--- config.mk ---
export PLATFORM = sky130hd
export DESIGN_NAME = eds_frame_seq
export DESIGN_NICKNAME = d
export VERILOG_FILES = /design/src/rtl/eds_frame_pkg.sv /design/src/rtl/eds_unit_tick.sv /design/src/rtl/eds_frame_seq.sv
export SDC_FILE = /design/constraint.sdc
export NUM_CORES = 1
export LEC_CHECK = 0
export ABC_AREA = 0
export CORE_MARGIN = 1.5
export CORE_UTILIZATION = 58
export DETAILED_ROUTE_END_ITERATION = 8
export PLACE_DENSITY_LB_ADDON = 0.25
export SYNTH_ARGS = -nofsm -noshare
export SYNTH_HDL_FRONTEND = slang
export SYNTH_HIERARCHICAL = 1
export SYNTH_SLANG_ARGS = --single-unit
--- constraint.sdc ---
create_clock -name clk_i -period 5.1 [get_ports clk_i]
set_input_delay 1.02 -clock clk_i [delete_from_list [all_inputs] [get_ports clk_i]]
set_output_delay 1.02 -clock clk_i [all_outputs]
set_load 0.1 [all_outputs]
--- src/rtl/eds_frame_pkg.sv ---
// Shared types and constants for the EDS frame sequencer.
package eds_frame_pkg;

  typedef enum logic [1:0] {
    IDLE = 2'd0,
    HOLD = 2'd1,
    GAP  = 2'd2
  } state_t;

  // Default unit length: 1 ms at 100 MHz.
  localparam int unsigned UNIT_MS = 100000;

  // Prescaler width for a given unit length (never narrower than one bit).
  function automatic int unsigned presc_width(input int unsigned cycles);
    if (cycles < 32'd2) begin
      return 32'd1;
    end else begin
      return $clog2(cycles);
    end
  endfunction

  localparam int unsigned UNIT_MS_W = presc_width(UNIT_MS);

endpackage

--- src/rtl/eds_unit_tick.sv ---
// Unit-tick prescaler: counts clock cycles and pulses tick once per unit.
// The clear input restarts the unit so every HOLD/GAP entry starts aligned.
module eds_unit_tick
  import eds_frame_pkg::*;
#(
  parameter int unsigned UNIT_CYCLES = UNIT_MS
) (
  input  logic clk_i,
  input  logic rst_i,
  input  logic clr,
  output logic tick
);

  localparam int unsigned PW = presc_width(UNIT_CYCLES);
  localparam logic [PW-1:0] PRESC_LAST = PW'(UNIT_CYCLES - 1);
  localparam logic [PW-1:0] PRESC_ZERO = {PW{1'b0}};
  localparam logic [PW-1:0] PRESC_ONE  = PW'(1);

  logic [PW-1:0] presc_r;

  // Prescaler: cleared on request, wraps to zero after the last cycle of a unit.
  always_ff @(posedge clk_i) begin
    if (rst_i) begin
      presc_r <= PRESC_ZERO;
    end else if (clr) begin
      presc_r <= PRESC_ZERO;
    end else if (presc_r == PRESC_LAST) begin
      presc_r <= PRESC_ZERO;
    end else begin
      presc_r <= presc_r + PRESC_ONE;
    end
  end

  assign tick = (presc_r == PRESC_LAST);

endmodule

--- src/rtl/eds_frame_seq.sv ---
// EDS frame sequencer: edge-triggered, programmable hold/gap/repeat
// frame-enable generator with abort and status outputs.
module eds_frame_seq
  import eds_frame_pkg::*;
#(
  parameter int unsigned CH_NUM      = 3,
  parameter int unsigned UNIT_CYCLES = UNIT_MS,
  parameter int unsigned HOLD_W      = 32,
  parameter int unsigned REP_W       = 16
) (
  input  logic              clk_i,
  input  logic              rst_i,
  input  logic              eds_frame_en_i,
  input  logic [CH_NUM-1:0] eds_frame_sel_i,
  input  logic [HOLD_W-1:0] eds_frame_hold_i,
  input  logic [HOLD_W-1:0] eds_frame_gap_i,
  input  logic [REP_W-1:0]  eds_frame_rep_i,
  input  logic              eds_abort_i,
  output logic [CH_NUM-1:0] eds_frame_sel_o,
  output logic              eds_frame_en_o,
  output logic              eds_frame_busy_o,
  output logic              eds_frame_done_o,
  output logic [REP_W-1:0]  eds_frame_cnt_o
);

  localparam logic [HOLD_W-1:0] HOLD_ZERO = {HOLD_W{1'b0}};
  localparam logic [HOLD_W-1:0] HOLD_ONE  = HOLD_W'(1);
  localparam logic [REP_W-1:0]  REP_ZERO  = {REP_W{1'b0}};
  localparam logic [REP_W-1:0]  REP_ONE   = REP_W'(1);
  localparam logic [CH_NUM-1:0] SEL_ZERO  = {CH_NUM{1'b0}};

  state_t            state_r;
  logic              en_d_r;
  logic              arm_r;
  logic [HOLD_W-1:0] hold_r;
  logic [HOLD_W-1:0] gap_r;
  logic [REP_W-1:0]  rep_r;
  logic [HOLD_W-1:0] unit_r;

  logic              tick_s;
  logic              clr_s;
  logic              start_s;
  logic              accept_s;
  logic              hold_last_s;
  logic              gap_last_s;
  logic              last_frame_s;
  logic [REP_W-1:0]  cnt_inc_s;

  // arm_r blocks a level that was already high across reset from starting a run.
  assign start_s  = eds_frame_en_i & ~en_d_r & arm_r;
  assign accept_s = start_s & (|eds_frame_sel_i) & (eds_frame_hold_i != HOLD_ZERO)
                    & ~eds_abort_i;

  assign cnt_inc_s    = eds_frame_cnt_o + REP_ONE;
  assign hold_last_s  = tick_s & (unit_r == (hold_r - HOLD_ONE));
  // A zero gap still yields one low cycle: GAP is left on its first cycle.
  assign gap_last_s   = (gap_r == HOLD_ZERO) | (tick_s & (unit_r == (gap_r - HOLD_ONE)));
  assign last_frame_s = (rep_r != REP_ZERO) & (cnt_inc_s == rep_r);

  // Prescaler clear: held in IDLE, pulsed on every HOLD/GAP exit so each entry starts at zero.
  always_comb begin
    clr_s = 1'b1;
    case (state_r)
      IDLE:    clr_s = 1'b1;
      HOLD:    clr_s = eds_abort_i | hold_last_s;
      GAP:     clr_s = eds_abort_i | gap_last_s;
      default: clr_s = 1'b1;
    endcase
  end

  eds_unit_tick #(
    .UNIT_CYCLES(UNIT_CYCLES)
  ) u_tick (
    .clk_i (clk_i),
    .rst_i (rst_i),
    .clr   (clr_s),
    .tick  (tick_s)
  );

  // Sequencer FSM with registered outputs, start-edge register and programming latches.
  always_ff @(posedge clk_i) begin
    if (rst_i) begin
      state_r          <= IDLE;
      en_d_r           <= 1'b0;
      arm_r            <= ~eds_frame_en_i;
      hold_r           <= HOLD_ZERO;
      gap_r            <= HOLD_ZERO;
      rep_r            <= REP_ZERO;
      unit_r           <= HOLD_ZERO;
      eds_frame_sel_o  <= SEL_ZERO;
      eds_frame_en_o   <= 1'b0;
      eds_frame_busy_o <= 1'b0;
      eds_frame_done_o <= 1'b0;
      eds_frame_cnt_o  <= REP_ZERO;
    end else begin
      en_d_r           <= eds_frame_en_i;
      arm_r            <= arm_r | ~eds_frame_en_i;
      eds_frame_done_o <= 1'b0;
      case (state_r)
        IDLE: begin
          if (accept_s) begin
            eds_frame_sel_o  <= eds_frame_sel_i;
            hold_r           <= eds_frame_hold_i;
            gap_r            <= eds_frame_gap_i;
            rep_r            <= eds_frame_rep_i;
            unit_r           <= HOLD_ZERO;
            eds_frame_cnt_o  <= REP_ZERO;
            eds_frame_en_o   <= 1'b1;
            eds_frame_busy_o <= 1'b1;
            state_r          <= HOLD;
          end else begin
            eds_frame_en_o   <= 1'b0;
            eds_frame_busy_o <= 1'b0;
          end
        end
        HOLD: begin
          if (eds_abort_i) begin
            eds_frame_en_o   <= 1'b0;
            eds_frame_busy_o <= 1'b0;
            state_r          <= IDLE;
          end else if (hold_last_s) begin
            eds_frame_cnt_o <= cnt_inc_s;
            eds_frame_en_o  <= 1'b0;
            unit_r          <= HOLD_ZERO;
            if (last_frame_s) begin
              eds_frame_busy_o <= 1'b0;
              eds_frame_done_o <= 1'b1;
              state_r          <= IDLE;
            end else begin
              state_r <= GAP;
            end
          end else if (tick_s) begin
            unit_r <= unit_r + HOLD_ONE;
          end else begin
            unit_r <= unit_r;
          end
        end
        GAP: begin
          if (eds_abort_i) begin
            eds_frame_busy_o <= 1'b0;
            state_r          <= IDLE;
          end else if (gap_last_s) begin
            eds_frame_en_o <= 1'b1;
            unit_r         <= HOLD_ZERO;
            state_r        <= HOLD;
          end else if (tick_s) begin
            unit_r <= unit_r + HOLD_ONE;
          end else begin
            unit_r <= unit_r;
          end
        end
        default: begin
          eds_frame_en_o   <= 1'b0;
          eds_frame_busy_o <= 1'b0;
          state_r          <= IDLE;
        end
      endcase
    end
  end

endmodule

==> results.yml <==
timing:
  rsz0062_at_grt: "no"
  finalSetupViolCount: 0
  hold_viol_final: 0
  whs_ns: 0.456
  relSlewSlack: 0.249
  clock_skew_ns: 0.00797
  clock.fmax_mhz: 228
  final.setup.tns_ns: 0
  maxSlewViolCount: 0
  period_minus_slack_ns: 4.39
  worst_pin_slew_ns: 1.13
  min_period_over_period: 0.860
run_status:
  status: "complete, no violations"
min_path:
  hp-start: "eds_frame_sel_o[0]$_SDFFE_PP0P_"
  min_to: "eds_frame_sel_o[0]$_SDFFE_PP0P_"
  hold_path_class: "flip-flop to flip-flop"
  hold_depth: 2
grt:
  grt_pass1_vias: 8769
  grt_overflow: 0
  use_met3: 0.0582
  grt_max_degree: 52
  grt-busiest-layer: "met2"
  grt_pass1_wl_mm: 42.4
  grtUsageMet2: 0.503
  grtUsageTotal: 0.291
  antenna_found_initial: 0
  grt.met1_usage: 0.365
synth:
  yosysWarnings: 6
  syn_nets: 1417
  yosysTopAreaCellShare: 0.314
  avgSynthCellArea_sq_um: 7.49
  synth_area_leaders: "dfxtp_1 (31%), nand2_1 (9.8%), xnor2_1 (5.8%), a21oi_1 (5.5%), xor2_1 (4.4%)"
  async_flop_share: 0
  synth_top_cell_by_area: "dfxtp_1"
  ys_ff_latch: 155
  yosysSeqAreaShare: 0.314
  ys.flop_type: "dfxtp_1"
  synth_area_sq_um: 9880
  syn_inst: 1320
  synth_edf_count: 0
  synthDistinctLibCells: 86
power:
  power_switching_mw: 1.08
  pwr_density_cell_nw_per_um2: 308
  cellInternalPower_mw: 2.49
  switching_share: 0.302
  p_clk_frac: 0.389
  combPwrFrac: 0.246
  p_seq_frac: 0.364
  power.leakage_nw: 4.22
  peakVddDrop_v: 0.000244
placed_design:
  dp_hpwl_mm: 18.7
  dp.cells: 1568
  placed_area_sq_um: 11000
  port_buffers: 108
  gp_congestion: 0.922
setup_path:
  timing.rr.start: "hold_r[0]$_SDFFE_PP0P_"
  r2r_slack_ns: 0.71
  critPathCaptureType: "flip-flop"
  r2r_cells: 12
  reg2reg_to: "u_tick/presc_r[6]$_SDFF_PP0_"
  worstSetupPathType: "flip-flop to flip-flop"
  critPathMaxFanout: 17
  crit_arrival_ns: 4.66
  start_kind: "flip-flop"
  cp.required_ns: 5.37
die:
  die_area_sq_um: 17800
  ioPinCount: 109
  start_util: 0.594
  placeableCoreArea_sq_um: 16600
  row_count: 47
  fp.dieH_um: 134
  die_w_um: 134
clock_network:
  cts_tree: "built"
  cts.clk_slew.worst_paths_ns: 0.06
  cts_buffers: 17
  clock_latency_ns: 0.43
  clock_sinks: 155
  hold_buffers: 0
  clk_path_buf_depth: 2
  clockRootBuffer: "clkbuf_16"
  htreeDepth: 4
finish:
  final_util: 0.697
  instances_no_fill: 1598
  antenna_cells: 0
  post-route-cell-area_sq_um: 11600
  num-nets-final: 1464
  syn_to_final_growth_pct: 17.4
  layout-drive-gt1-share: 0.0740
drt:
  via_per_inst: 6.07
  ant_nets: 0
  drcViolationCount: 0
  drt-initial-drc-count: 789
  vias: 9704
  firstDrtPassIters: 8
  wl_per_cell_um: 16.2
  totalWireLength_mm: 25.9
run:
  cap_violations: 0
==> cells in the final DEF (no fill, tap or decap), types with 31 or more instances in the layout <==
| cell | n |
|---|---|
| nand2_1 | 258 |
| dfxtp_1 | 155 |
| xnor2_1 | 66 |
| nor2_1 | 94 |
| a21oi_1 | 108 |
| inv_1 | 31 |
| nand4_1 | 32 |
| nand3_1 | 40 |
| nor4_1 | 37 |
| nor3_1 | 37 |
| clkdlybuf4s50_1 | 107 |
| xor2_1 | 50 |
==> through the flow <==
step                      power (mW)  setup slack [ns]
after global routing            3.72             0.435
after floorplan                 1.95              1.32
after global placement          2.17             0.798
after CTS                       3.57             0.532
after detailed placement        2.18             0.530
final                           3.57             0.714
==> how the worst max path moves through the flow <==
stage | slack, ns | from | endpoint | cells after the start
2_1_floorplan | 1.32 | gap_r[4]$_SDFFE_PP0P_ | u_tick/presc_r[13]$_SDFF_PP0_ | 15
3_3_place_gp | 0.80 | hold_r[0]$_SDFFE_PP0P_ | u_tick/presc_r[9]$_SDFF_PP0_ | 12
6_report | 0.71 | hold_r[0]$_SDFFE_PP0P_ | u_tick/presc_r[6]$_SDFF_PP0_ | 12
5_1_grt | 0.43 | hold_r[0]$_SDFFE_PP0P_ | u_tick/presc_r[7]$_SDFF_PP0_ | 12
3_5_place_dp | 0.53 | hold_r[0]$_SDFFE_PP0P_ | u_tick/presc_r[10]$_SDFF_PP0_ | 12
4_1_cts | 0.53 | hold_r[0]$_SDFFE_PP0P_ | u_tick/presc_r[8]$_SDFF_PP0_ | 12
==> critical path, cell delays in order (launching register included) <==
cell	delay, ns
dfxtp_1	0.36
inv_1	0.08
ha_1	0.28
or4b_2	0.75
a2111oi_0	0.38
a31oi_1	0.07
nor3b_1	0.25
o2111ai_1	0.21
nor4b_4	0.58
a21oi_1	0.12
o211ai_1	0.16
or3_1	0.88
nor2_1	0.11
==> cells by family after synthesis <==
group / Yosys count / synth area share
AND/OR/NAND/NOR: 648 / 0.332
AO/OA/AOI/OAI: 255 / 0.173
flip-flops: 155 / 0.314
buffers and inverters: 124 / 0.0532
XOR/XNOR: 116 / 0.103
multiplexers: 12 / 0.0127
adder cells (fa/ha/maj): 10 / 0.0127
==> routing by layer <==
layer	wire, um	up-vias	share of wire
met5	0	-	0
met4	692	0	0.027
met3	1420	75	0.055
met2	12700	345	0.49
met1	11100	4550	0.43
li1	-	4734	-
==> final cells by class <==
type | count | area, sq um
Clock inverter | 10 | 190
Clock buffer | 20 | 447
Tap cell | 220 | 275
Timing Repair Buffer | 121 | 1200
Fill cell | 1392 | 5040
Multi-Input combinational cell | 1041 | 6270
Sequential cell | 155 | 3100
Inverter | 31 | 116
==> repair_timing <==
item / CTS / global route
setup buffers: 0 / 0
endpoints found under the setup margin: 0 / 3
resized for setup: 0 / 1
==> synthesized netlist by cell type (all sizes together), types with 4 or more instances <==
master     n
nor2b     11
a31oi      9
nor3      38
a221oi    15
a311oi     4
nand3b     4
a2111oi    4
xnor2     66
nand4b     4
a41oi      4
nand4     34
o21a      12
and4       7
a221o      4
o31ai      4
buf       18
mux2i      8
inv       31
nor2     105
xor2      50
o211ai     5
clkbuf    75
or3       10
a211oi     6
o21ai     20
a21oi    108
nor3b      8
mux2       4
nor4      39
a21o      16
o221ai    12
a22oi      4
or2       17
nand2b    18
nand2    260
dfxtp    155
and2      16
ha        10
nand3     41
or4        9
and3      13
==> power by group through the flow <==
stage / Combinational (mW) / Clock [mW] / Sequential, mW
floorplan: 0.628 / 0 / 1.32
global placement: 0.842 / 0 / 1.33
detailed placement: 0.857 / 0 / 1.33
CTS: 0.868 / 1.40 / 1.30
global route: 0.962 / 1.46 / 1.31
finish: 0.879 / 1.39 / 1.30
==> registers in the layout (all words and copies together) (netlist names), 2 cells and up <==
name             flops
gap_r               32
unit_r              32
eds_frame_cnt_o     16
eds_frame_sel_o      3
hold_r              32
state_r              2
u_tick/presc_r      17
rep_r               16
Power figures use the tool's default switching activity.
